### src/rtl/gnr_attractor_ctrl_if.sv
// gnr_attractor_ctrl_if: host and node-array signals of the attractor controller
// master: host/seed source plus node array (drives start, seed, max_steps, nos_s0/1)
// slave : the controller (drives node strobes, status and results)
interface gnr_attractor_ctrl_if #(
  parameter int N_NODES = 8,
  parameter int CNT_W   = 16
);
  logic               start;
  logic [N_NODES-1:0] seed;
  logic [CNT_W-1:0]   max_steps;
  logic               reset_nos;
  logic [N_NODES-1:0] init_state;
  logic               start_s0;
  logic               start_s1;
  logic [N_NODES-1:0] nos_s0;
  logic [N_NODES-1:0] nos_s1;
  logic               busy;
  logic               done;
  logic               found;
  logic               timeout;
  logic [CNT_W-1:0]   meet_steps;
  logic [CNT_W-1:0]   period;
  modport master (
    output start, seed, max_steps, nos_s0, nos_s1,
    input  reset_nos, init_state, start_s0, start_s1, busy, done, found, timeout, meet_steps, period
  );
  modport slave (
    input  start, seed, max_steps, nos_s0, nos_s1,
    output reset_nos, init_state, start_s0, start_s1, busy, done, found, timeout, meet_steps, period
  );
endinterface

### src/rtl/gnr_attractor_ctrl.sv
// gnr_attractor_ctrl: Floyd tortoise/hare sequencer finding a GRN attractor and its period
// clk, rst_n (async active-low); bus: gnr_attractor_ctrl_if.slave
//   start/seed/max_steps in, busy/done/found/timeout/meet_steps/period out,
//   reset_nos/init_state/start_s0/start_s1 out to nodes, nos_s0/nos_s1 in from nodes
module gnr_attractor_ctrl #(
  parameter int N_NODES = 8,
  parameter int CNT_W   = 16
) (
  input logic                clk,
  input logic                rst_n,
  gnr_attractor_ctrl_if.slave bus
);
  localparam logic [2:0] IDLE = 3'd0, LOAD = 3'd1, RUN = 3'd2, PERIOD = 3'd3, DONE = 3'd4;
  logic [2:0]         state_q, state_d;
  logic [N_NODES-1:0] seed_q, seed_d;
  logic [CNT_W-1:0]   max_q, max_d, steps_q, steps_d, p_q, p_d, meet_q, meet_d, period_q, period_d;
  logic               found_q, found_d, timeout_q, timeout_d;
  logic               eq, match, run_go, per_hit, per_go;
  assign eq      = bus.nos_s0 == bus.nos_s1;
  // slow copy is at ceil(k/2) after k fast strobes, so only even k compare like-for-like
  assign match   = state_q == RUN && !steps_q[0] && steps_q >= CNT_W'(2) && eq;
  assign run_go  = state_q == RUN && !match && steps_q != max_q;
  assign per_hit = state_q == PERIOD && p_q != '0 && eq;
  assign per_go  = state_q == PERIOD && !per_hit && p_q != max_q;
  always_comb begin
    state_d   = state_q;
    seed_d    = seed_q;
    max_d     = max_q;
    steps_d   = steps_q;
    p_d       = p_q;
    meet_d    = meet_q;
    period_d  = period_q;
    found_d   = found_q;
    timeout_d = timeout_q;
    case (state_q)
      IDLE: if (bus.start) begin
        seed_d    = bus.seed;
        max_d     = bus.max_steps == '0 ? CNT_W'(1) : bus.max_steps;
        found_d   = 1'b0;
        timeout_d = 1'b0;
        meet_d    = '0;
        period_d  = '0;
        state_d   = LOAD;
      end
      LOAD: begin
        steps_d = '0;
        state_d = RUN;
      end
      RUN: if (match) begin
        meet_d  = steps_q;
        p_d     = '0;
        state_d = PERIOD;
      end else if (!run_go) begin
        timeout_d = 1'b1;
        state_d   = DONE;
      end else steps_d = steps_q + CNT_W'(1);
      PERIOD: if (per_hit) begin
        period_d = p_q;
        found_d  = 1'b1;
        state_d  = DONE;
      end else if (!per_go) begin
        timeout_d = 1'b1;
        state_d   = DONE;
      end else p_d = p_q + CNT_W'(1);
      default: state_d = IDLE;
    endcase
  end
  always_ff @(posedge clk or negedge rst_n) begin
    if (!rst_n) begin
      state_q   <= IDLE;
      seed_q    <= '0;
      max_q     <= '0;
      steps_q   <= '0;
      p_q       <= '0;
      meet_q    <= '0;
      period_q  <= '0;
      found_q   <= 1'b0;
      timeout_q <= 1'b0;
    end else begin
      state_q   <= state_d;
      seed_q    <= seed_d;
      max_q     <= max_d;
      steps_q   <= steps_d;
      p_q       <= p_d;
      meet_q    <= meet_d;
      period_q  <= period_d;
      found_q   <= found_d;
      timeout_q <= timeout_d;
    end
  end
  assign bus.reset_nos  = state_q == LOAD;
  assign bus.init_state = seed_q;
  assign bus.start_s0   = run_go;
  assign bus.start_s1   = run_go || per_go;
  assign bus.busy       = state_q != IDLE;
  assign bus.done       = state_q == DONE;
  assign bus.found      = found_q;
  assign bus.timeout    = timeout_q;
  assign bus.meet_steps = meet_q;
  assign bus.period     = period_q;
endmodule
### src/flat_wrapper.sv
// flat-port wrapper written by rule: the top's interface ports become plain ports
module gnr_attractor_ctrl_flat 
#(
  parameter int N_NODES = 8,
  parameter int CNT_W   = 16
)
  (clk, rst_n, bus_start, bus_seed, bus_max_steps, bus_nos_s0, bus_nos_s1, bus_reset_nos, bus_init_state, bus_start_s0, bus_start_s1, bus_busy, bus_done, bus_found, bus_timeout, bus_meet_steps, bus_period);
  gnr_attractor_ctrl_if #(.N_NODES(N_NODES), .CNT_W(CNT_W)) bus_i ();
  input logic clk;
  input logic rst_n;
  input wire logic [$bits(bus_i.start)-1:0] bus_start;
  input wire logic [$bits(bus_i.seed)-1:0] bus_seed;
  input wire logic [$bits(bus_i.max_steps)-1:0] bus_max_steps;
  input wire logic [$bits(bus_i.nos_s0)-1:0] bus_nos_s0;
  input wire logic [$bits(bus_i.nos_s1)-1:0] bus_nos_s1;
  output wire logic [$bits(bus_i.reset_nos)-1:0] bus_reset_nos;
  output wire logic [$bits(bus_i.init_state)-1:0] bus_init_state;
  output wire logic [$bits(bus_i.start_s0)-1:0] bus_start_s0;
  output wire logic [$bits(bus_i.start_s1)-1:0] bus_start_s1;
  output wire logic [$bits(bus_i.busy)-1:0] bus_busy;
  output wire logic [$bits(bus_i.done)-1:0] bus_done;
  output wire logic [$bits(bus_i.found)-1:0] bus_found;
  output wire logic [$bits(bus_i.timeout)-1:0] bus_timeout;
  output wire logic [$bits(bus_i.meet_steps)-1:0] bus_meet_steps;
  output wire logic [$bits(bus_i.period)-1:0] bus_period;
  assign bus_i.start = bus_start;
  assign bus_i.seed = bus_seed;
  assign bus_i.max_steps = bus_max_steps;
  assign bus_i.nos_s0 = bus_nos_s0;
  assign bus_i.nos_s1 = bus_nos_s1;
  assign bus_reset_nos = bus_i.reset_nos;
  assign bus_init_state = bus_i.init_state;
  assign bus_start_s0 = bus_i.start_s0;
  assign bus_start_s1 = bus_i.start_s1;
  assign bus_busy = bus_i.busy;
  assign bus_done = bus_i.done;
  assign bus_found = bus_i.found;
  assign bus_timeout = bus_i.timeout;
  assign bus_meet_steps = bus_i.meet_steps;
  assign bus_period = bus_i.period;
  gnr_attractor_ctrl #(.N_NODES(N_NODES), .CNT_W(CNT_W)) u_core (.clk(clk), .rst_n(rst_n), .bus(bus_i));
endmodule
### config.mk
export PLATFORM = sky130hd
export DESIGN_NAME = gnr_attractor_ctrl_flat
export DESIGN_NICKNAME = d
export VERILOG_FILES = /design/src/rtl/gnr_attractor_ctrl_if.sv /design/src/rtl/gnr_attractor_ctrl.sv /design/src/flat_wrapper.sv
export SDC_FILE = /design/constraint.sdc
export NUM_CORES = 1
export LEC_CHECK = 0
export CAP_MARGIN = 20
export CORE_MARGIN = 2
export CORE_UTILIZATION = 45
export CTS_BUF_LIST = sky130_fd_sc_hd__clkbuf_4 sky130_fd_sc_hd__clkbuf_8
export DETAILED_ROUTE_END_ITERATION = 10
export PLACE_DENSITY = 0.77
export SYNTH_ARGS = -nofsm -noshare
export SYNTH_HDL_FRONTEND = slang
export SYNTH_SLANG_ARGS = --single-unit
### constraint.sdc
create_clock -name clk -period 3.18 [get_ports clk]
set_clock_uncertainty 0.2 [all_clocks]
set_input_delay 0.795 -clock clk [delete_from_list [all_inputs] [get_ports clk]]
set_output_delay 0.795 -clock clk [all_outputs]
set_load 0.005 [all_outputs]
Word-level counts from Yosys, hierarchy flattened
Index checks and enable logic that the tools add are counted.
Widths: inputs -> output; s select.
{ "word_totals": {"regBits": 93} }
{ "op_classes": {"n_mux": 27, "reduce_logical": 29, "magnitude_cmp": 1, "add_sub_neg": 2, "eq_ne": 18} }
{ "ops": {"columns": ["cell", "count"], "rows": [
  ["$mux 16", 9],
  ["$pmux 16 s2", 4],
  ["$add 16x1->16 const B", 2],
  ["$ne 16x16->1", 2],
  ["$ge 16x2->1 const B", 1],
  ["$logic_not 16->1", 1],
  ["$reduce_bool 16->1", 1],
  ["$mux 3", 5],
  ["$pmux 3 s4", 1],
  ["$reduce_and 3->1", 4],
  ["$ne 2x2->1 const B", 5],
  ["$logic_and 1x1->1", 9],
  ["$eq 8x8->1", 1],
  ["$ne 2x1->1 const B", 4],
  ["$reduce_bool 2->1", 4],
  ["$eq 3x2->1 const B", 2],
  ["$mux 1", 6],
  ["$ne 3x2->1 const B", 2],
  ["$reduce_and 6->1", 1],
  ["$reduce_bool 3->1", 2],
  ["$reduce_and 4->1", 1],
  ["$eq 3x1->1 const B", 1],
  ["$eq 3x3->1 const B", 1],
  ["$logic_not 1->1", 3],
  ["other kinds (5)", 5]
]} }

Longest topological paths before layout
Gate-level depths: netlist of run 1.
{ "logic_depth": {"word_depth": 10, "mapped_depth": 12, "depth_no_buf": 9} }

Least setup slack after synthesis of run 1
Ideal clock, no wire load.
{ "synth_path": {"path_kind": "input to output", "start": "input bus_nos_s1[2]", "end": "output bus_start_s1", "required_ps": 2185, "path_slack_ps": -166, "arrival_ps": 2351, "path_stages": 7, "cell_sequence": "xor2_1 nor4_1 and3_1 or3_1 clkbuf_1 buf_2 nand2_1"} }
{ "synth_via": {"elab_chain_cells": 6} }
{ "synth_lines": {"columns": ["item", "line_no", "rtl"], "rows": [
  ["from (decl)", "flat_wrapper.sv:15", "input wire logic [$bits(bus_i.nos_s1)-1:0] bus_nos_s1;"],
  ["$eq 8x8->1 (*)", "gnr_attractor_ctrl.sv:19", "assign eq = bus.nos_s0 == bus.nos_s1;"],
  ["$logic_and 1x1->1, on equally long branches", "gnr_attractor_ctrl.sv:21, gnr_attractor_ctrl.sv:23", null],
  ["$logic_not 1->1, on equally long branches", "gnr_attractor_ctrl.sv:22, gnr_attractor_ctrl.sv:24", null],
  ["$logic_and 1x1->1, on equally long branches (2 in series)", "gnr_attractor_ctrl.sv:22, gnr_attractor_ctrl.sv:24", null],
  ["$logic_or 1x1->1 (*)", "gnr_attractor_ctrl.sv:94", "assign bus.start_s1 = run_go || per_go;"],
  ["to (decl)", "flat_wrapper.sv:19", "output wire logic [$bits(bus_i.start_s1)-1:0] bus_start_s1;"]
]} }
Every way passes the cells marked *; elsewhere a longest branch is shown, timed or not.

Worst setup path in the final report of run 1
{ "layout_path": {"start": "input bus_nos_s0[3]", "end": "output bus_start_s1"} }
{ "layout_via": {"elab_chain_cells": 6} }
{ "layout_lines": {"columns": ["item", "line_no", "rtl"], "rows": [
  ["from (decl)", "flat_wrapper.sv:14", "input wire logic [$bits(bus_i.nos_s0)-1:0] bus_nos_s0;"],
  ["$eq 8x8->1 (*)", "gnr_attractor_ctrl.sv:19", null],
  ["$logic_and 1x1->1, on equally long branches", "gnr_attractor_ctrl.sv:21, gnr_attractor_ctrl.sv:23", null],
  ["$logic_not 1->1, on equally long branches", "gnr_attractor_ctrl.sv:22, gnr_attractor_ctrl.sv:24", null],
  ["$logic_and 1x1->1, on equally long branches (2 in series)", "gnr_attractor_ctrl.sv:22, gnr_attractor_ctrl.sv:24", null],
  ["$logic_or 1x1->1 (*)", "gnr_attractor_ctrl.sv:94", null]
]} }
Marked as above.

==> impl_metrics.ini, run 1 <==
[sta]
fmax_mhz = 316.4
hold-worst-slack_ns = 0.1873
worst_slack_ns = 0.01953
finalCriticalPeriod_ns = 3.160
relSlewSlack_pct = 53.37
worst_pin_slew_ns = 0.6969
setup_viol = 0
rsz0062_at_grt = true
hold_viol = 0
slew_viol_final = 0
min_period_over_period_pct = 99.39

[final_layout]
mostFrequentLayoutCells = dfrtp_1, nand2_1, clkdlybuf4s50_1, buf_4, o21ai_0
layout.cells.most_common = dfrtp_1
drive_gt1_share_pct = 22.26
insertedDiodeCount = 0
fin_area_sq_um = 6441
utilization_pct = 62.96
finalNetCount = 653
area_delta_synth_final_pct = 37.35

[floorplanning]
core_area_sq_um = 10230
rows = 37
die_w_um = 106.1
initial_core_util_pct = 45.84
die-area_sq_um = 11250
die_h_um = 106.1
boundaryPins = 90

[yosys]
synthArstFlopShare_pct = 100.0
syn-cell-area_sq_um = 4689
seq_area_frac_synth_pct = 49.63
avgSynthCellArea_sq_um = 9.790
ys_seq_elements = 93
yosysWarnings = 0
synth_cell_types = 44
synth-edff-count = 0
syn_nets = 526
synthesis.instances = 479
ys.flop_type = dfrtp_1

[setup_path]
crit_arrival_ns = 2.17
cp.buffers_inverters = 2
cp_top_family = simple AND/OR/NAND/NOR gates
path_class = in -> out
setup.worst_path.start_class = primary input
end_kind = output pin
cp_slowest_cell = nor4_4
cp-startpoint = bus_nos_s0[3]
cp_cell_sequence = dlygate4sd2_1, xor2_2, nor4_4, and4_4, or3_4, nand2_4, buf_6
required_ns = 2.18
cp_max_fo = 4
critPathMaxStageDelay_ns = 0.29
r2r-start = u_core.p_q[0]

[route]
drcViolationCount = 0
viasPerCell = 5.544
drt_wl_total_um = 11860
via_count = 4141
wl_per_cell_um = 15.87
drt_iter0_markers = 222
final_antenna_net_count = 0
dr.pass1.iters = 4

[worst_hold_path]
holdCritPathClass = in -> async

[power_and_ir_drop]
p_clk_share_pct = 20.2
irDropWorstVdd_mv = 0.3702
p_seq_share_pct = 38.1
p_per_area_nw_per_um2 = 688.6
switching_share_pct = 35.19
netSwitchingPower_uw = 1561
p_leak_uw = 0.002654
p_int_uw = 2874
p_comb_share_pct = 41.7
p_total_uw = 4435

[global_route]
grt_max_degree = 54
grt-ovfl-total = 0
grt_first_pass_wirelength_um = 20030
grt_pass1_vias = 4036
antenna_found_initial = 0
grt_util_all_layers_pct = 22.59

[placed_design]
place_ws_ns = -0.7428
dp_hpwl_um = 8946
numPortBuffers = 89
postPlaceCellArea_sq_um = 6090
gp_congestion = 0.9620

[clocking]
cts_tree = built
ctsHoldBuffers = 0
cts_made_buffers = 9
root_buffer = clkbuf_8
htree_levels = 3
clkLatencyLatePin_ns = 0.37
clk_path_buf_depth = 2
clkSlewWorstSetupHoldPaths_ns = 0.09
numClockSinks = 93

[outcome]
status = finished, final reports clean

[job]
maxCapViolations = 0
## routing by layer
metal / track usage [%] / vias up / part of all wire (%)
met2: 34.52 / 134 / 47
met1: 31.06 / 2028 / 44
li1: - / 1944 / -
met3: 5.028 / 35 / 5.8
met4: 9.868 / 0 / 3.1
met5: 0 / - / 0
## final timing paths
check	end	slack [ns]	depth (start not counted)
max	bus_start_s1	0.02	7
min in group clk	u_core.bus.found	0.28	1
max reg2reg	u_core.p_q[12]	0.44	9
min reg2reg	u_core.bus.found	0.28	1
max in group asynchronous	u_core.bus.meet_steps[6]	1.95	2
min	u_core.steps_q[14]	0.19	1
## Yosys cell counts, types with 2 or more instances
master | number | share of area (%)
a21oi_1 | 15 | 1.6
a31o_2 | 2 | 0.37
and3_1 | 6 | 0.80
buf_2 | 7 | 0.75
buf_6 | 3 | 0.72
clkbuf_1 | 25 | 2.0
dfrtp_1 | 93 | 50
ha_1 | 4 | 1.1
inv_1 | 9 | 0.72
mux2_2 | 23 | 5.5
mux2i_1 | 7 | 1.5
nand2_1 | 85 | 6.8
nand2b_1 | 2 | 0.27
nand3_1 | 8 | 0.85
nand4_1 | 24 | 3.2
nor2_1 | 9 | 0.72
nor2b_1 | 2 | 0.27
nor3_1 | 8 | 0.85
nor3b_1 | 2 | 0.32
nor4_1 | 18 | 2.4
o21ai_0 | 38 | 4.1
o31ai_1 | 9 | 1.4
o41ai_1 | 3 | 0.56
or3_1 | 10 | 1.3
or4_1 | 6 | 0.96
xnor2_1 | 36 | 6.7
xor2_1 | 8 | 1.5
## logic make-up after synthesis
family | Yosys count | share of synthesized area, %
xor+xnor | 44 | 8.218
mux | 30 | 7.017
simple gates | 188 | 20.30
buf+inv | 44 | 4.189
flops | 93 | 49.63
fa+ha+maj | 4 | 1.067
compound gates | 76 | 9.579
## sequential cells by signal, indices dropped and copies added, names as in the netlist
name                   flops
u_core.bus.init_state      8
u_core.max_q              16
u_core.bus.timeout         1
u_core.state_q             3
u_core.bus.meet_steps     16
u_core.steps_q            16
u_core.bus.period         16
u_core.bus.found           1
u_core.p_q                16
## per-stage QoR
step	TNS [ns]	cells
after floorplan	0	479
after global placement	-2.426	729
after detailed placement	-3.956	729
after CTS	0	745
after global routing	-0.04595	747
final	0	747
## power by group through the flow
stage	combinational [uW]	sequential, uW	clock [uW]
2_1_floorplan	1040	1650	0
3_3_place_gp	1680	1680	0
3_5_place_dp	1740	1700	0
4_1_cts	1800	1680	916
5_1_grt	2030	1720	976
6_report	1850	1690	896
## final cells by class
| type | instances | area (sq um) |
|---|---|---|
| Fill cell | 816 | 3790 |
| Inverter | 9 | 36.28 |
| Tap cell | 136 | 170.2 |
| Sequential cell | 93 | 2327 |
| Clock buffer | 10 | 137.6 |
| Timing Repair Buffer | 151 | 1360 |
| Multi-Input combinational cell | 342 | 2317 |
| Clock inverter | 6 | 92.59 |
## repair_timing
| item | CTS | global route |
|---|---|---|
| pin swaps | 15 | 11 |
| setup endpoints to repair | 2 | 2 |
| resized for setup | 49 | 20 |
| hold endpoints to repair | 0 | 0 |
| setup buffers | 2 | 2 |
Note: power is estimated with default switching activity, not from simulation.
==> run 2: changes to the inputs <==
--- a/config.mk
+++ b/config.mk
@@ -9,6 +9,7 @@
 export CORE_MARGIN = 2
 export CORE_UTILIZATION = 45
 export CTS_BUF_LIST = sky130_fd_sc_hd__clkbuf_4 sky130_fd_sc_hd__clkbuf_8
+export CTS_CLUSTER_DIAMETER = 60
 export DETAILED_ROUTE_END_ITERATION = 10
 export PLACE_DENSITY = 0.77
 export SYNTH_ARGS = -nofsm -noshare
==> results of run 2 <==
No change in the layout: final DEF, timing and power equal those of run 1.
==> run 3: changes to the inputs <==
--- a/config.mk
+++ b/config.mk
@@ -5,12 +5,13 @@
 export SDC_FILE = /design/constraint.sdc
 export NUM_CORES = 1
 export LEC_CHECK = 0
-export CAP_MARGIN = 20
+export CAP_MARGIN = 15
 export CORE_MARGIN = 2
 export CORE_UTILIZATION = 45
 export CTS_BUF_LIST = sky130_fd_sc_hd__clkbuf_4 sky130_fd_sc_hd__clkbuf_8
 export CTS_CLUSTER_DIAMETER = 60
 export DETAILED_ROUTE_END_ITERATION = 10
+export HOLD_SLACK_MARGIN = 0.02
 export PLACE_DENSITY = 0.77
 export SYNTH_ARGS = -nofsm -noshare
 export SYNTH_HDL_FRONTEND = slang
==> results of run 3 <==
No change in the layout: final DEF, timing and power equal those of run 1.
